## config.mk

```make
export PLATFORM = sky130hd
export DESIGN_NAME = seq_detector_param
export DESIGN_NICKNAME = d
export VERILOG_FILES = /design/src/rtl/seq_det_pkg.sv /design/src/rtl/seq_det_matcher.sv /design/src/rtl/seq_detector_param.sv
export SDC_FILE = /design/constraint.sdc
export NUM_CORES = 1
export LEC_CHECK = 0
export BUFFER_PORTS_ARGS = -buffer_cell sky130_fd_sc_hd__buf_2
export CAP_MARGIN = 20
export CORE_ASPECT_RATIO = 0.9
export CORE_MARGIN = 4
export CORE_UTILIZATION = 49
export DETAILED_ROUTE_END_ITERATION = 7
export HOLD_SLACK_MARGIN = 0.12
export PLACE_DENSITY = 0.71
export SLEW_MARGIN = 10
export SYNTH_ARGS = -nofsm -noshare
export SYNTH_HDL_FRONTEND = slang
export SYNTH_SLANG_ARGS = --single-unit
```

## constraint.sdc

```tcl
create_clock -name clk -period 4.7 [get_ports clk]
set_input_delay 0.235 -clock clk [delete_from_list [all_inputs] [get_ports clk]]
set_output_delay 0.235 -clock clk [all_outputs]
set_load 0.03 [all_outputs]
```

## src/rtl/seq_det_pkg.sv

```systemverilog
// Shared constants for the programmable serial pattern detector.
package seq_det_pkg;

   localparam logic [0:0] S_IDLE = 1'b0;
   localparam logic [0:0] S_RUN  = 1'b1;

   localparam logic MODE_MEALY = 1'b0;
   localparam logic MODE_MOORE = 1'b1;
   localparam logic OVL_OFF    = 1'b0;
   localparam logic OVL_ON     = 1'b1;

endpackage

```

## src/rtl/seq_det_matcher.sv

```systemverilog
// Masked compare of the history shifted by one bit against the low len bits of the pattern.
module seq_det_matcher #(
   parameter int unsigned MAX_LEN = 8,
   localparam int unsigned LEN_W = $clog2(MAX_LEN + 1)
) (
   input  logic [MAX_LEN-1:0] hist,
   input  logic               in_bit,
   input  logic [MAX_LEN-1:0] pattern,
   input  logic [LEN_W-1:0]   len,
   output logic               match_c
);

   logic [MAX_LEN:0] shifted;
   logic [MAX_LEN:0] mask;

   // The top bit of the shifted vector drops out of the window, because len never exceeds MAX_LEN.
   always_comb begin
      shifted = {hist, in_bit};
      mask    = '0;
      for (int unsigned i = 0; i <= MAX_LEN; i++) begin
         mask[i] = (32'(len) > i);
      end
      match_c = (((shifted ^ {1'b0, pattern}) & mask) == '0);
   end

endmodule

```

## src/rtl/seq_detector_param.sv

```systemverilog
// Runtime-programmable serial pattern detector with overlap/Moore selection and a saturating hit counter.
module seq_detector_param
   import seq_det_pkg::*;
#(
   parameter int unsigned MAX_LEN = 8,
   parameter int unsigned CNT_W   = 8,
   localparam int unsigned LEN_W  = $clog2(MAX_LEN + 1)
) (
   input  logic               clk,
   input  logic               arstn,
   input  logic               cfg_load,
   input  logic [MAX_LEN-1:0] cfg_pattern,
   input  logic [LEN_W-1:0]   cfg_len,
   input  logic               cfg_overlap,
   input  logic               cfg_moore,
   input  logic               in_valid,
   input  logic               in_bit,
   output logic               det,
   output logic [CNT_W-1:0]   det_count,
   output logic               cfg_err,
   output logic               active
);

   localparam int unsigned FW = LEN_W + 1;

   logic [0:0]         state;
   logic [0:0]         state_nxt;
   logic [MAX_LEN-1:0] pat_q;
   logic [MAX_LEN-1:0] hist;
   logic [LEN_W-1:0]   len_q;
   logic [LEN_W-1:0]   fill;
   logic               ovl_q;
   logic               moore_q;
   logic               moore_det_q;
   logic               match_c;
   logic               accept_c;
   logic               hit_c;
   logic               len_ok_c;

   seq_det_matcher #(.MAX_LEN(MAX_LEN)) u_matcher (
      .hist    (hist),
      .in_bit  (in_bit),
      .pattern (pat_q),
      .len     (len_q),
      .match_c (match_c)
   );

   assign len_ok_c = (cfg_len != '0) && (cfg_len <= LEN_W'(MAX_LEN));
   // A cfg_load in the same cycle discards the data bit.
   assign accept_c = (state == S_RUN) && in_valid && !cfg_load;
   assign hit_c    = accept_c && match_c && ((FW'(fill) + FW'(1)) >= FW'(len_q));

   assign det    = (moore_q == MODE_MOORE) ? moore_det_q : hit_c;
   assign active = (state == S_RUN);

   always_ff @(posedge clk or negedge arstn) begin
      if (!arstn) state <= S_IDLE;
      else        state <= state_nxt;
   end

   always_comb begin
      state_nxt = state;
      if (cfg_load) state_nxt = len_ok_c ? S_RUN : S_IDLE;
   end

   always_ff @(posedge clk or negedge arstn) begin
      if (!arstn) begin
         pat_q       <= '0;
         len_q       <= '0;
         ovl_q       <= 1'b0;
         moore_q     <= 1'b0;
         hist        <= '0;
         fill        <= '0;
         det_count   <= '0;
         cfg_err     <= 1'b0;
         moore_det_q <= 1'b0;
      end else if (cfg_load) begin
         hist        <= '0;
         fill        <= '0;
         det_count   <= '0;
         moore_det_q <= 1'b0;
         cfg_err     <= !len_ok_c;
         if (len_ok_c) begin
            pat_q   <= cfg_pattern;
            len_q   <= cfg_len;
            ovl_q   <= cfg_overlap;
            moore_q <= cfg_moore;
         end
      end else begin
         moore_det_q <= hit_c && (moore_q != MODE_MEALY);
         if (accept_c) begin
            hist <= {hist[MAX_LEN-2:0], in_bit};
            // Non-overlapping hits restart the window so the completing bit is not reused.
            if (hit_c && (ovl_q != OVL_ON)) fill <= '0;
            else if (fill != LEN_W'(MAX_LEN)) fill <= fill + LEN_W'(1);
         end
         if (hit_c && (det_count != {CNT_W{1'b1}})) det_count <= det_count + CNT_W'(1);
      end
   end

endmodule

```

==> results.md <==
- Final ANT Viol Nets: 0
- Synth Flop Type: dfrtp_1
- Total power per unit cell area: 315 nW/um2
- Switching part of the total: 0.268
- Asr flop ratio synth: 1.00
- Final period utilization: 0.589
- First-pass GRT wire length: 6410 um
- Hold Crit Start: cfg_pattern[3]
- Seq cells post-synth: 37
- IO Port Bufs: 29
- Worst-path fanout max: 13
- Overflow after GRT: 0
- 1st-iter DRT viols: 97
- GRT Resource Usage Total: 0.167
- Worst skew pair latency: 270 ps
- Clock skew: 3.96 ps
- EDFF count, synth: 0
- Synthesis Warnings: 0
- NetSw: 0.000182 W
- # clock sinks: 37
- Root Buffer: clkbuf_8
- RSZ-0062 raised after global routing: false
- Fin. Hold Viols: 0
- Worst r2r dst: det_count[5]
- Setup violators final: 0
- CTS tree: built
- Vias in the first global route: 1,422
- Pleak: 0.952 nW
- Worst r2r src: fill[0]
- Core Rows: 21
- Final Hold Slack: 194 ps
- P&R area growth vs syn: 13.2%
- Required @ worst endpoint: 4470 ps
- Top delay family on crit path: adder cells
- Hpwl dp: 2880 um
- DR vias/cell: 5.72
- Sequential share of power: 0.550
- Syn Nets: 209
- Pwr Total: 0.000679 W
- Initial Utilization: 0.511
- Fin area: 2160 um2
- Num CTS Buffers: 5
- Die ar.: 4960 um2
- Clk pwr share: 0.287
- Worst-path clk slew: 70 ps
- Slowest CP cell: or3_4
- Synthesized area per cell: 10.4 um2
- CP arrival: 2530 ps
- Hold path cells: 2
- Int Pwr: 0.000497 W
- Die width: 73.8 um
- Synthesized instance count: 183
- Logic pwr share: 0.163
- Initial antenna violation count: 0
- Largest net degree at the start of global routing: 38
- Sum Neg Setup Slack: 0 ps
- DRC: 0
- NumNets Final: 239
- Crit-path cells: ha_1, xor2_1, ha_1, o21ai_0, o21a_1, or3_4, o21ai_0, buf_2
- Seq/Total Area, Yosys: 0.485
- Relative slew slack: 0.466
- H-tree levels: 2
- GPL Wtd Cong: 0.839
- Crit path largest cell delay: 470 ps
- Final min period: 2770 ps
- Hold WC Path Type: in2reg
- Element type at the critical path start: register
- Slew @ Worst Pin: 801 ps
- Vias: 1,475
- DR WL/cell: 14.8 um
- Total of max-cap violations: 0
- CP Buf/Inv Count: 1
- Io pins: 30
- Max VDD drop: 0.000199 V
- DRT Pass-1 Iters: 4
- Status: complete, no violations
- Netlist cell types: 39
- Setup Crit Path Kind: reg2out
- Antenna Cells: 0
- Hold endpoint: pat_q[3]
- Drt total wl: 3830 um
- Core area: 3730 um2
- Crit end category: output pin
- Die Height: 67.2 um
- # resized after CTS: 0
- Flop2flop setup slack: 2050 ps
- R2R depth: 8
- Clock buffer depth: 2
- Max-slew violation count: 0
- Max Fclk: 0.361 GHz
- Layout cells sized above 1: 0.259
- Dpl cell area: 2080 um2
- Synthesized cell area: 1910 um2
## synthesized netlist by cell type, types with 5 or more instances
| cell type | instances | area share |
|---|---|---|
| a21oi_1 | 14 | 0.037 |
| clkbuf_1 | 5 | 0.0098 |
| dfrtp_1 | 37 | 0.49 |
| ha_1 | 7 | 0.046 |
| inv_1 | 10 | 0.020 |
| mux2_2 | 16 | 0.094 |
| nand2_1 | 24 | 0.047 |
| nand3_1 | 5 | 0.013 |
| nor2_1 | 5 | 0.0098 |
| nor3_1 | 5 | 0.013 |
| o31ai_1 | 5 | 0.020 |
| xnor2_1 | 10 | 0.046 |
## metrics by stage
step | util | worst slack [ps] | instances
global placement | 0.556 | 2150 | 251
CTS | 0.579 | 1930 | 258
detailed placement | 0.556 | 2070 | 251
global route | 0.579 | 1790 | 258
floorplan | - | 1930 | 183
finish | 0.579 | 1930 | 258
## cells in the final DEF, fill, tap and decap left out, drive strengths merged, types with 2 or more instances in the layout
master,n
clkbuf,5
o41ai,2
inv,10
a21oi,14
ha,7
or3,3
or4,2
nor2b,2
o21ai,4
a211oi,2
xor2,3
dfrtp,37
xnor2,10
nor2,5
nand3,5
buf,29
o21a,2
nor3,6
a31oi,3
mux2,16
nand2,24
o311ai,2
o31ai,5
## sequential cells by signal, summed over array words and instances, names as in the netlist
name / cells
fill: 4
pat_q: 8
moore_det_q: 1
active: 1
moore_q: 1
len_q: 4
cfg_err: 1
hist: 8
det_count: 8
ovl_q: 1
## final cells by class
class                   count  area (um2)
clock buffers               5        68.8
clock inverters             1        5.00
fillers                   331        1570
inverters                  10        37.5
multi-input cells         129         910
flip-flops and latches     37         926
well taps                  46        57.6
repair buffers             30         155
## power groups by stage
stage | logic (W) | clock network, W | registers, W
3_5_place_dp | 0.000112 | 0 | 0.000380
4_1_cts | 0.000113 | 0.000200 | 0.000374
2_1_floorplan | 0.0000763 | 0 | 0.000375
3_3_place_gp | 0.000107 | 0 | 0.000376
6_report | 0.000111 | 0.000195 | 0.000374
5_1_grt | 0.000124 | 0.000214 | 0.000378
## cells by family (layout without fill, tap and decap cells)
family | Yosys count | after routing | share of synthesized area
and+or+nand+nor | 54 | 54 | 0.139
AOI/OAI and AO/OA | 38 | 38 | 0.132
DFF | 37 | 37 | 0.485
muxes | 17 | 17 | 0.0997
buffers and inverters | 17 | 46 | 0.0380
xor gates and xnor gates | 13 | 13 | 0.0597
adders and majority gates | 7 | 7 | 0.0459
## worst reg2reg max path: stages, from the launching register on
cell and delay, ps:
dfrtp_1 440, ha_1 250, xor2_1 180, ha_1 280, o21ai_0 70, o21a_1 180
or4_1 580, nor3_1 200, mux2_2 360
## worst max-delay path by stage
stage	start	end	slack [ps]	depth (start not counted)
after floorplan	fill[0]	det	1930	8
after global placement	fill[0]	det_count[5]	2150	8
after detailed placement	fill[0]	det_count[5]	2070	8
after CTS	fill[0]	det	1930	8
after global routing	fill[0]	det	1790	8
final	fill[0]	det	1930	8
## repair_timing
item	in CTS	in global routing
endpoints found under the hold margin	37	0
setup buffers	0	0
hold buffers	1	0
## routing by layer
metal  track usage  vias up  wire (um)  part of all wire
met5             0        -          0                 0
met4        0.0430        0         44             0.011
met3        0.0387        6        216             0.056
met2         0.268       43       1770              0.46
met1         0.228      720       1800              0.47
li1              -      706          -                 -
No activity file was read; power rests on OpenSTA's default activity.
